File: config.mk
export PLATFORM = sky130hd
export DESIGN_NAME = fifo_rd_stream_flat
export DESIGN_NICKNAME = d
export VERILOG_FILES = /design/src/rtl/fifo_rd_stream_if.sv /design/src/rtl/fifo_rd_stream.sv /design/src/flat_wrapper.sv
export SDC_FILE = /design/constraint.sdc
export NUM_CORES = 1
export LEC_CHECK = 0
export BUFFER_PORTS_ARGS = -buffer_cell sky130_fd_sc_hd__buf_2
export CORE_MARGIN = 2
export CORE_UTILIZATION = 25
export CTS_BUF_LIST = sky130_fd_sc_hd__clkbuf_4
export CTS_CLUSTER_SIZE = 25
export DETAILED_ROUTE_END_ITERATION = 16
export HOLD_SLACK_MARGIN = 0.1
export PLACE_DENSITY = 0.54
export SYNTH_ARGS = -nofsm -noshare
export SYNTH_HDL_FRONTEND = slang
export SYNTH_SLANG_ARGS = --single-unit
File: constraint.sdc
create_clock -name rclk -period 2 [get_ports rclk]
set_clock_uncertainty 0.15 [all_clocks]
set_input_delay 0.1 -clock rclk [delete_from_list [all_inputs] [get_ports rclk]]
set_output_delay 0.1 -clock rclk [all_outputs]
set_load 0.02 [all_outputs]
File: src/rtl/fifo_rd_stream_if.sv
// Read-side bundle: FIFO read port (pop strobe, flag, data, pointers) plus the
// downstream valid/ready stream driven by fifo_rd_stream.
interface fifo_rd_stream_if #(
    parameter int unsigned DATA_WIDTH = 8,
    parameter int unsigned PTR_WIDTH  = 3
);
    logic                  rempty;
    logic [DATA_WIDTH-1:0] rdata;
    logic [PTR_WIDTH:0]    rptr;
    logic [PTR_WIDTH:0]    rq2_wptr;
    logic                  rinc;
    logic [DATA_WIDTH-1:0] m_data;
    logic                  m_valid;
    logic                  m_ready;

    // master: the stream consumer block (pops the FIFO, sources the stream)
    modport master (
        input  rempty, rdata, rptr, rq2_wptr, m_ready,
        output rinc, m_data, m_valid
    );

    // slave: FIFO read logic plus the downstream sink
    modport slave (
        output rempty, rdata, rptr, rq2_wptr, m_ready,
        input  rinc, m_data, m_valid
    );
endinterface

File: src/rtl/fifo_rd_stream.sv
// Async FIFO read-domain consumer: pops words into a 2-entry skid buffer that
// drives a registered valid/ready stream, and reports read-side occupancy.
module fifo_rd_stream #(
    parameter int unsigned DATA_WIDTH = 8,
    parameter int unsigned PTR_WIDTH  = 3
) (
    input  logic                 rclk,
    input  logic                 rrst_n,
    input  logic                 flush,
    fifo_rd_stream_if.master     bus,
    output logic [PTR_WIDTH:0]   rlevel
);
    localparam int unsigned PW = PTR_WIDTH + 1;
    localparam int unsigned DW = DATA_WIDTH;

    logic [1:0]    cnt_q, cnt_d;
    logic [DW-1:0] slot0_q, slot0_d;
    logic [DW-1:0] slot1_q, slot1_d;
    logic          m_valid_q;
    logic [PW-1:0] rlevel_q, rlevel_d;
    logic          rinc;
    logic          push, pop;
    logic [PW-1:0] wbin, rbin;

    function automatic logic [PW-1:0] gray2bin(input logic [PW-1:0] g);
        logic [PW-1:0] b;
        b = '0;
        for (int i = 0; i < int'(PW); i++) begin
            b[i] = ^(g >> i);
        end
        return b;
    endfunction

    // Pop only from registered state; m_ready never reaches rinc.
    assign rinc = !bus.rempty && (cnt_q != 2'd2) && !flush;

    always_comb begin
        push     = rinc;
        pop      = m_valid_q && bus.m_ready;
        cnt_d    = cnt_q;
        slot0_d  = slot0_q;
        slot1_d  = slot1_q;
        wbin     = gray2bin(bus.rq2_wptr);
        rbin     = gray2bin(bus.rptr);
        rlevel_d = wbin - rbin;
        if (flush) begin
            cnt_d = 2'd0;
        end else begin
            unique case ({push, pop})
                2'b10: begin
                    if (cnt_q == 2'd0) slot0_d = bus.rdata;
                    else               slot1_d = bus.rdata;
                    cnt_d = cnt_q + 2'd1;
                end
                2'b01: begin
                    slot0_d = slot1_q;
                    cnt_d   = cnt_q - 2'd1;
                end
                // push+pop only reachable with one word buffered
                2'b11: slot0_d = bus.rdata;
                default: ;
            endcase
        end
    end

    always_ff @(posedge rclk or negedge rrst_n) begin
        if (!rrst_n) begin
            cnt_q     <= 2'd0;
            slot0_q   <= '0;
            slot1_q   <= '0;
            m_valid_q <= 1'b0;
            rlevel_q  <= '0;
        end else begin
            cnt_q     <= cnt_d;
            slot0_q   <= slot0_d;
            slot1_q   <= slot1_d;
            m_valid_q <= (cnt_d != 2'd0);
            rlevel_q  <= rlevel_d;
        end
    end

    assign bus.rinc    = rinc;
    assign bus.m_data  = slot0_q;
    assign bus.m_valid = m_valid_q;
    assign rlevel      = rlevel_q;
endmodule

File: src/flat_wrapper.sv
// flat-port wrapper written by rule: the top's interface ports become plain ports
module fifo_rd_stream_flat 
#(
    parameter int unsigned DATA_WIDTH = 8,
    parameter int unsigned PTR_WIDTH  = 3
)
  (rclk, rrst_n, flush, rlevel, bus_rempty, bus_rdata, bus_rptr, bus_rq2_wptr, bus_m_ready, bus_rinc, bus_m_data, bus_m_valid);
  fifo_rd_stream_if #(.DATA_WIDTH(DATA_WIDTH), .PTR_WIDTH(PTR_WIDTH)) bus_i ();
  input  logic rclk;
  input  logic rrst_n;
  input  logic flush;
  output logic [PTR_WIDTH:0] rlevel;
  input wire logic [$bits(bus_i.rempty)-1:0] bus_rempty;
  input wire logic [$bits(bus_i.rdata)-1:0] bus_rdata;
  input wire logic [$bits(bus_i.rptr)-1:0] bus_rptr;
  input wire logic [$bits(bus_i.rq2_wptr)-1:0] bus_rq2_wptr;
  input wire logic [$bits(bus_i.m_ready)-1:0] bus_m_ready;
  output wire logic [$bits(bus_i.rinc)-1:0] bus_rinc;
  output wire logic [$bits(bus_i.m_data)-1:0] bus_m_data;
  output wire logic [$bits(bus_i.m_valid)-1:0] bus_m_valid;
  assign bus_i.rempty = bus_rempty;
  assign bus_i.rdata = bus_rdata;
  assign bus_i.rptr = bus_rptr;
  assign bus_i.rq2_wptr = bus_rq2_wptr;
  assign bus_i.m_ready = bus_m_ready;
  assign bus_rinc = bus_i.rinc;
  assign bus_m_data = bus_i.m_data;
  assign bus_m_valid = bus_i.m_valid;
  fifo_rd_stream #(.DATA_WIDTH(DATA_WIDTH), .PTR_WIDTH(PTR_WIDTH)) u_core (.rclk(rclk), .rrst_n(rrst_n), .flush(flush), .bus(bus_i), .rlevel(rlevel));
endmodule
======== Word level (Yosys, flattened, before mapping) ========
Index checks and enable logic that the tools add are counted.
word-level totals
  logic and storage cells ................. 37
  output and inout bits ................... 14
  register bits after elaboration ......... 23
  bits of input ports ..................... 21
operators by class
  reductions and logical operators ........ 18
  $add $sub $neg .......................... 3
  bitwise operators ....................... 2
  muxes and demuxes ....................... 4
  eq/ne operators ......................... 5
operator list
  operator                                                                  count
  4-bit parity                                                              8
  8-bit case mux with 3 select lines                                        1
  8-bit 2-to-1 mux                                                          1
  3-bit AND reduction                                                       2
  2-bit equality test (second input constant)                               2
  2-bit case mux with 2 select lines                                        1
  4-bit subtractor                                                          1
  1-bit logical AND                                                         3
  3-bit nonzero test                                                        1
  2-bit by 1-bit adder with 2-bit output (second input constant)            1
  2-bit by 1-bit equality test with 1-bit output (second input constant)    1
  1-bit logical NOT                                                         2
  2-bit logical NOT                                                         1
  2-bit 2-to-1 mux                                                          1
  2-bit by 1-bit inequality test with 1-bit output (second input constant)  1
  2-bit inequality test (second input constant)                             1
  1-bit NOT                                                                 2
  2-bit nonzero test                                                        1
  2-bit by 1-bit subtractor with 2-bit output (second input constant)       1

======== Longest topological paths before layout ========
  word-level depth ........................ 7
  mapped depth ............................ 8
  mapped depth without buffers ............ 7

======== Worst setup path before layout ========
OpenSTA, ideal clock, no wires.
  path kind ............................... flip-flop to flip-flop
  start ................................... register u_core.cnt_q[1]
  end ..................................... register u_core.cnt_q[1]
  path buffers ............................ 1
  arrival ................................. 1747 ps
  period minus slack after synthesis ...... 1974 ps
  library setup time ...................... 77 ps
  required time ........................... 1773 ps
  path slack .............................. 26 ps
  stages on the path, launching flop included .. 9
  path through ............................ dfrtp_1 inv_1 o21a_1 inv_1 ha_1 buf_6 xnor2_1 or3_1 a21oi_1
between the ends
  cells in the longest elaborated chain, start to end .. 6
  elaborated cells on any way between the ends .. 9
  those cells by class .................... add/sub (2); eq/ne (3); mux (2); reduce/logical (2)
RTL lines
  element                                                                                       line                  text
  from (decl)                                                                                   fifo_rd_stream.sv:16  logic [1:0] cnt_q, cnt_d;
  from (signal assigned)                                                                        fifo_rd_stream.sv:74  cnt_q <= cnt_d;
  2-bit inequality test *                                                                       fifo_rd_stream.sv:35  assign rinc = !bus.rempty && (cnt_q != 2'd2) && !flush;
  1-bit logical AND * (2 in a row)                                                              fifo_rd_stream.sv:35
  net bus_rinc                                                                                  flat_wrapper.sv:18    output wire logic [$bits(bus_i.rinc)-1:0] bus_rinc;
  2-bit by 1-bit equality test with 1-bit output / 2-bit equality test (equally long branches)  fifo_rd_stream.sv:49  unique case ({push, pop})
  2-bit case mux with 2 select lines *                                                          fifo_rd_stream.sv:49
  2-bit 2-to-1 mux *                                                                            fifo_rd_stream.sv:46  if (flush) begin
  net u_core.cnt_d[1]                                                                           fifo_rd_stream.sv:16
The timed path passes the listed nets; every way through them passes the cells marked *.
A chain may end at the register's enable or synchronous reset.

======== Worst setup path after layout ========
  start ................................... input flush
  end ..................................... register u_core.slot1_q[4]
between the ends
  cells in the longest elaborated chain, start to end .. 4
  elaborated cells on any way between the ends .. 5
  those cells by class .................... eq/ne (1); bitwise (1); reduce/logical (3)
RTL lines
  element                                 line                  text
  from (decl)                             flat_wrapper.sv:11    input logic flush;
  1-bit logical NOT                       fifo_rd_stream.sv:35
  1-bit logical AND                       fifo_rd_stream.sv:35
  2-bit equality test                     fifo_rd_stream.sv:49
  3-bit AND reduction (no source line) *  --
  to (signal assigned)                    fifo_rd_stream.sv:76  slot1_q <= slot1_d;
  to (decl)                               fifo_rd_stream.sv:18  logic [DW-1:0] slot1_q, slot1_d;
Every way passes the cells marked *; elsewhere a longest branch is shown, timed or not.

==> results.md <==
- Worst Path Required: 2.05 ns
- Largest net degree at the start of global routing: 24
- Source-to-sink clock delay at the later pin of the worst-skew pair: 0.31 ns
- Number of placed instances with taps included: 202
- GP Congestion: 0.756
- CP Max Fanout: 8
- Launch instance of the worst register-to-register path: u_core.cnt_q[0]
- H-tree depth: 1
- Initial core utilization: 26.4%
- Die area: 0.00567 mm2
- Time the final worst path needs with I/O delays and setup: 1.88 ns
- Length in cells of the worst reg-to-reg path: 5
- Run status: finished clean
- Netlist Area Pre-Place: 0.00127 mm2
- Pleak: 0.779 nW
- Wire length reported by the detailed router: 2640 um
- Kind of launch point of the worst setup path: primary input
- Commonest cells in the netlist: sky130_fd_sc_hd__dfrtp_1 (23), sky130_fd_sc_hd__a21oi_1 (8), sky130_fd_sc_hd__a31oi_1 (8), sky130_fd_sc_hd__mux2_4 (8), sky130_fd_sc_hd__mux2i_1 (8)
- Standard cell core area: 0.00482 mm2
- Syn Nets: 128
- Top-Level Pins: 35
- First-pass iteration count of the detailed router: 2
- Total of max-cap violations: 0
- Share of async-settable or async-resettable flops after synthesis: 100%
- Overall Global Routing Usage: 10.1%
- Seq/Total Area, Yosys: 45.3%
- CP arrival: 1.94 ns
- Sinks on Clock Net: 23
- Syn_area_per_cell: 12.7 um2
- GRT overflow: 0
- # rows: 25
- CTS clk-pin slew, worst paths: 0.13 ns
- Highest clock rate: 531 MHz
- Hold crit path type: in -> async
- Global-route wire length before repair: 4400 um
- Routed vias: 931
- Part of the cycle the worst path needs: 94.2%
- TritonCTS clock tree: done
- Worst Path Class, Setup: in -> reg
- Initial antenna violation count: 0
- Max rail drop VDD: 0.404 mV
- Share of cells above drive strength 1: 38.6%
- Number of enable flip-flop cells after synthesis: 0
- Die extent in y: 75.3 um
- Fin. Hold Viols: 0
- Power per unit of standard cell area: 993 mW/mm2
- DPL Wire Length: 1970 um
- Most frequently used cell type in the post-synthesis netlist: sky130_fd_sc_hd__dfrtp_1
- Netlist cell types: 25
- Synth area leader: sky130_fd_sc_hd__dfrtp_1
- Area share of the largest cell type after synthesis: 45.3%
- Worst reg-to-reg setup slack: 0.18 ns
- Cells along the critical path: dlygate4sd3_1 -> buf_2 -> nor2_1 -> o21a_1 -> ha_1 -> o21ai_4 -> nor2_8 -> mux2_4
- Number of buffers between clock root and the deepest sink: 2
- Flops & latches, synth: 23
- Commonest register cell after synthesis: sky130_fd_sc_hd__dfrtp_1
- Syn Inst Count: 100
- Number of routed nets with antenna violations: 0
- Fin util: 35.0%
- Relative slew margins: 66.2%
- Clk root buf: sky130_fd_sc_hd__clkbuf_4
- Largest cells by area after synthesis: sky130_fd_sc_hd__dfrtp_1 (45%), sky130_fd_sc_hd__mux2_4 (9.5%), sky130_fd_sc_hd__mux2i_1 (6.3%)
- Routed wire per std cell: 12.0 um
- Critical path's largest stage delay: 0.53 ns
- Remaining DRCs: 0
- Via count of the first global-routing pass: 1,040
- Number of max-slew violations in the final report: 0
- Overall die width: 75.3 um
- Slew at the pin closest to its max-slew limit: 0.507 ns
- Input/output buffers: 34
- Number of buffers inserted during clock tree synthesis: 3
- Post-layout net count: 182
- R2r endpoint: u_core.slot1_q[4]
- Final setup violating endpoints: 0
- Number of design-rule violations left by the first detailed-router iteration: 37
- Diode insertion count for antenna repair: 0
- Non-Filler Instances: 220
- Routed via count divided by cell count: 4.23
- Post-synthesis to final-layout area growth: 32.8%
- Unrepaired setup endpoints after global routing: false
- Number of warnings reported in the yosys synthesis log: 0
- Type of destination of the critical path: register
- Master of the slowest instance on the critical path: sky130_fd_sc_hd__dlygate4sd3_1
## layout by cell type (no fill, tap or decap), types with 5 or more instances in the layout
cell type	instances
sky130_fd_sc_hd__buf_2	34
sky130_fd_sc_hd__dfrtp_1	23
sky130_fd_sc_hd__dlygate4sd3_1	14
sky130_fd_sc_hd__a21oi_1	8
sky130_fd_sc_hd__mux2i_1	8
sky130_fd_sc_hd__a31oi_1	8
sky130_fd_sc_hd__mux2_4	8
sky130_fd_sc_hd__inv_1	7
sky130_fd_sc_hd__xnor2_1	6
sky130_fd_sc_hd__ha_1	5
sky130_fd_sc_hd__buf_4	5
## registers in the layout, summed over array words and instances (netlist names)
name and cells:
u_core.bus.m_valid 1, u_core.cnt_q 2, u_core.slot1_q 8, u_core.rlevel 4
u_core.bus.m_data 8
## report_power, final
part	internal (mW)	leakage, nW	switching (mW)
Clock	0.0747	0.0177	0.141
Sequential	0.645	0.274	0.0979
Combinational	0.350	0.487	0.367
Total	1.07	0.779	0.606
## what timing repair did
| item | CTS | global route |
|---|---|---|
| endpoints found under the hold margin | 44 | 0 |
| endpoints found under the setup margin | 0 | 1 |
| hold buffers | 14 | 0 |
| gates resized for setup | 0 | 1 |
| buffers inserted | 0 | 0 |
## cells by family after synthesis
| kind of cell | after synthesis | share of synthesized area [%] |
|---|---|---|
| buffers and inverters | 11 | 5.62 |
| and+or+nand+nor | 7 | 3.94 |
| muxes | 16 | 15.8 |
| xor gates and xnor gates | 12 | 9.46 |
| AOI/OAI and AO/OA | 24 | 12.4 |
| adders and majority gates | 7 | 7.49 |
| DFF | 23 | 45.3 |
## stage by stage
stage	setup TNS [ns]	hold WS, ns	setup WS (ns)	instance area [um2]	total power [mW]
final	0	0.128	0.116	1690	1.68
after CTS	0	0.143	0.0527	1680	1.70
after detailed placement	-0.000843	-0.0411	-0.000843	1520	1.45
after global routing	0	0.161	0.0281	1690	1.81
after floorplan	0	-0.346	0.0258	1270	1.23
after global placement	0	-0.0458	0.160	1520	1.42
## final cells by class
type | instances | area (um2)
flip-flops and latches | 23 | 576
fillers | 515 | 3130
clock inverters | 1 | 5.00
well taps | 67 | 83.8
clock buffers | 3 | 22.5
multi-input cells | 66 | 626
inverters | 7 | 26.3
repair buffers | 53 | 348
## worst max path at each step
stage / start / to / slack, ns / cells past startpoint
floorplan: u_core.cnt_q[1] / u_core.cnt_q[1] / 0.03 / 8
global placement: bus_rq2_wptr[3] / u_core.rlevel[1] / 0.16 / 7
detailed placement: bus_rq2_wptr[3] / u_core.rlevel[3] / -0.0008 / 8
CTS: flush / u_core.cnt_q[1] / 0.05 / 9
global route: flush / u_core.cnt_q[1] / 0.03 / 9
finish: flush / u_core.slot1_q[4] / 0.12 / 8
## worst max-delay path, delay by kind of cell
family	cells	cell delay, ns
buffers and inverters	2	0.72
AND/OR/NAND/NOR	2	0.33
multiplexers	1	0.32
AO/OA/AOI/OAI	2	0.26
adder cells (fa/ha/maj)	1	0.21
## layer usage
metal | wire length (um) | track usage [%] | up-vias
met3 | 191 | 4.42 | 0
met5 | 0 | 0 | -
met2 | 1320 | 19.5 | 27
li1 | - | - | 451
met4 | 0 | 0.585 | 0
met1 | 1130 | 10.7 | 453
Power figures use the tool's default switching activity.
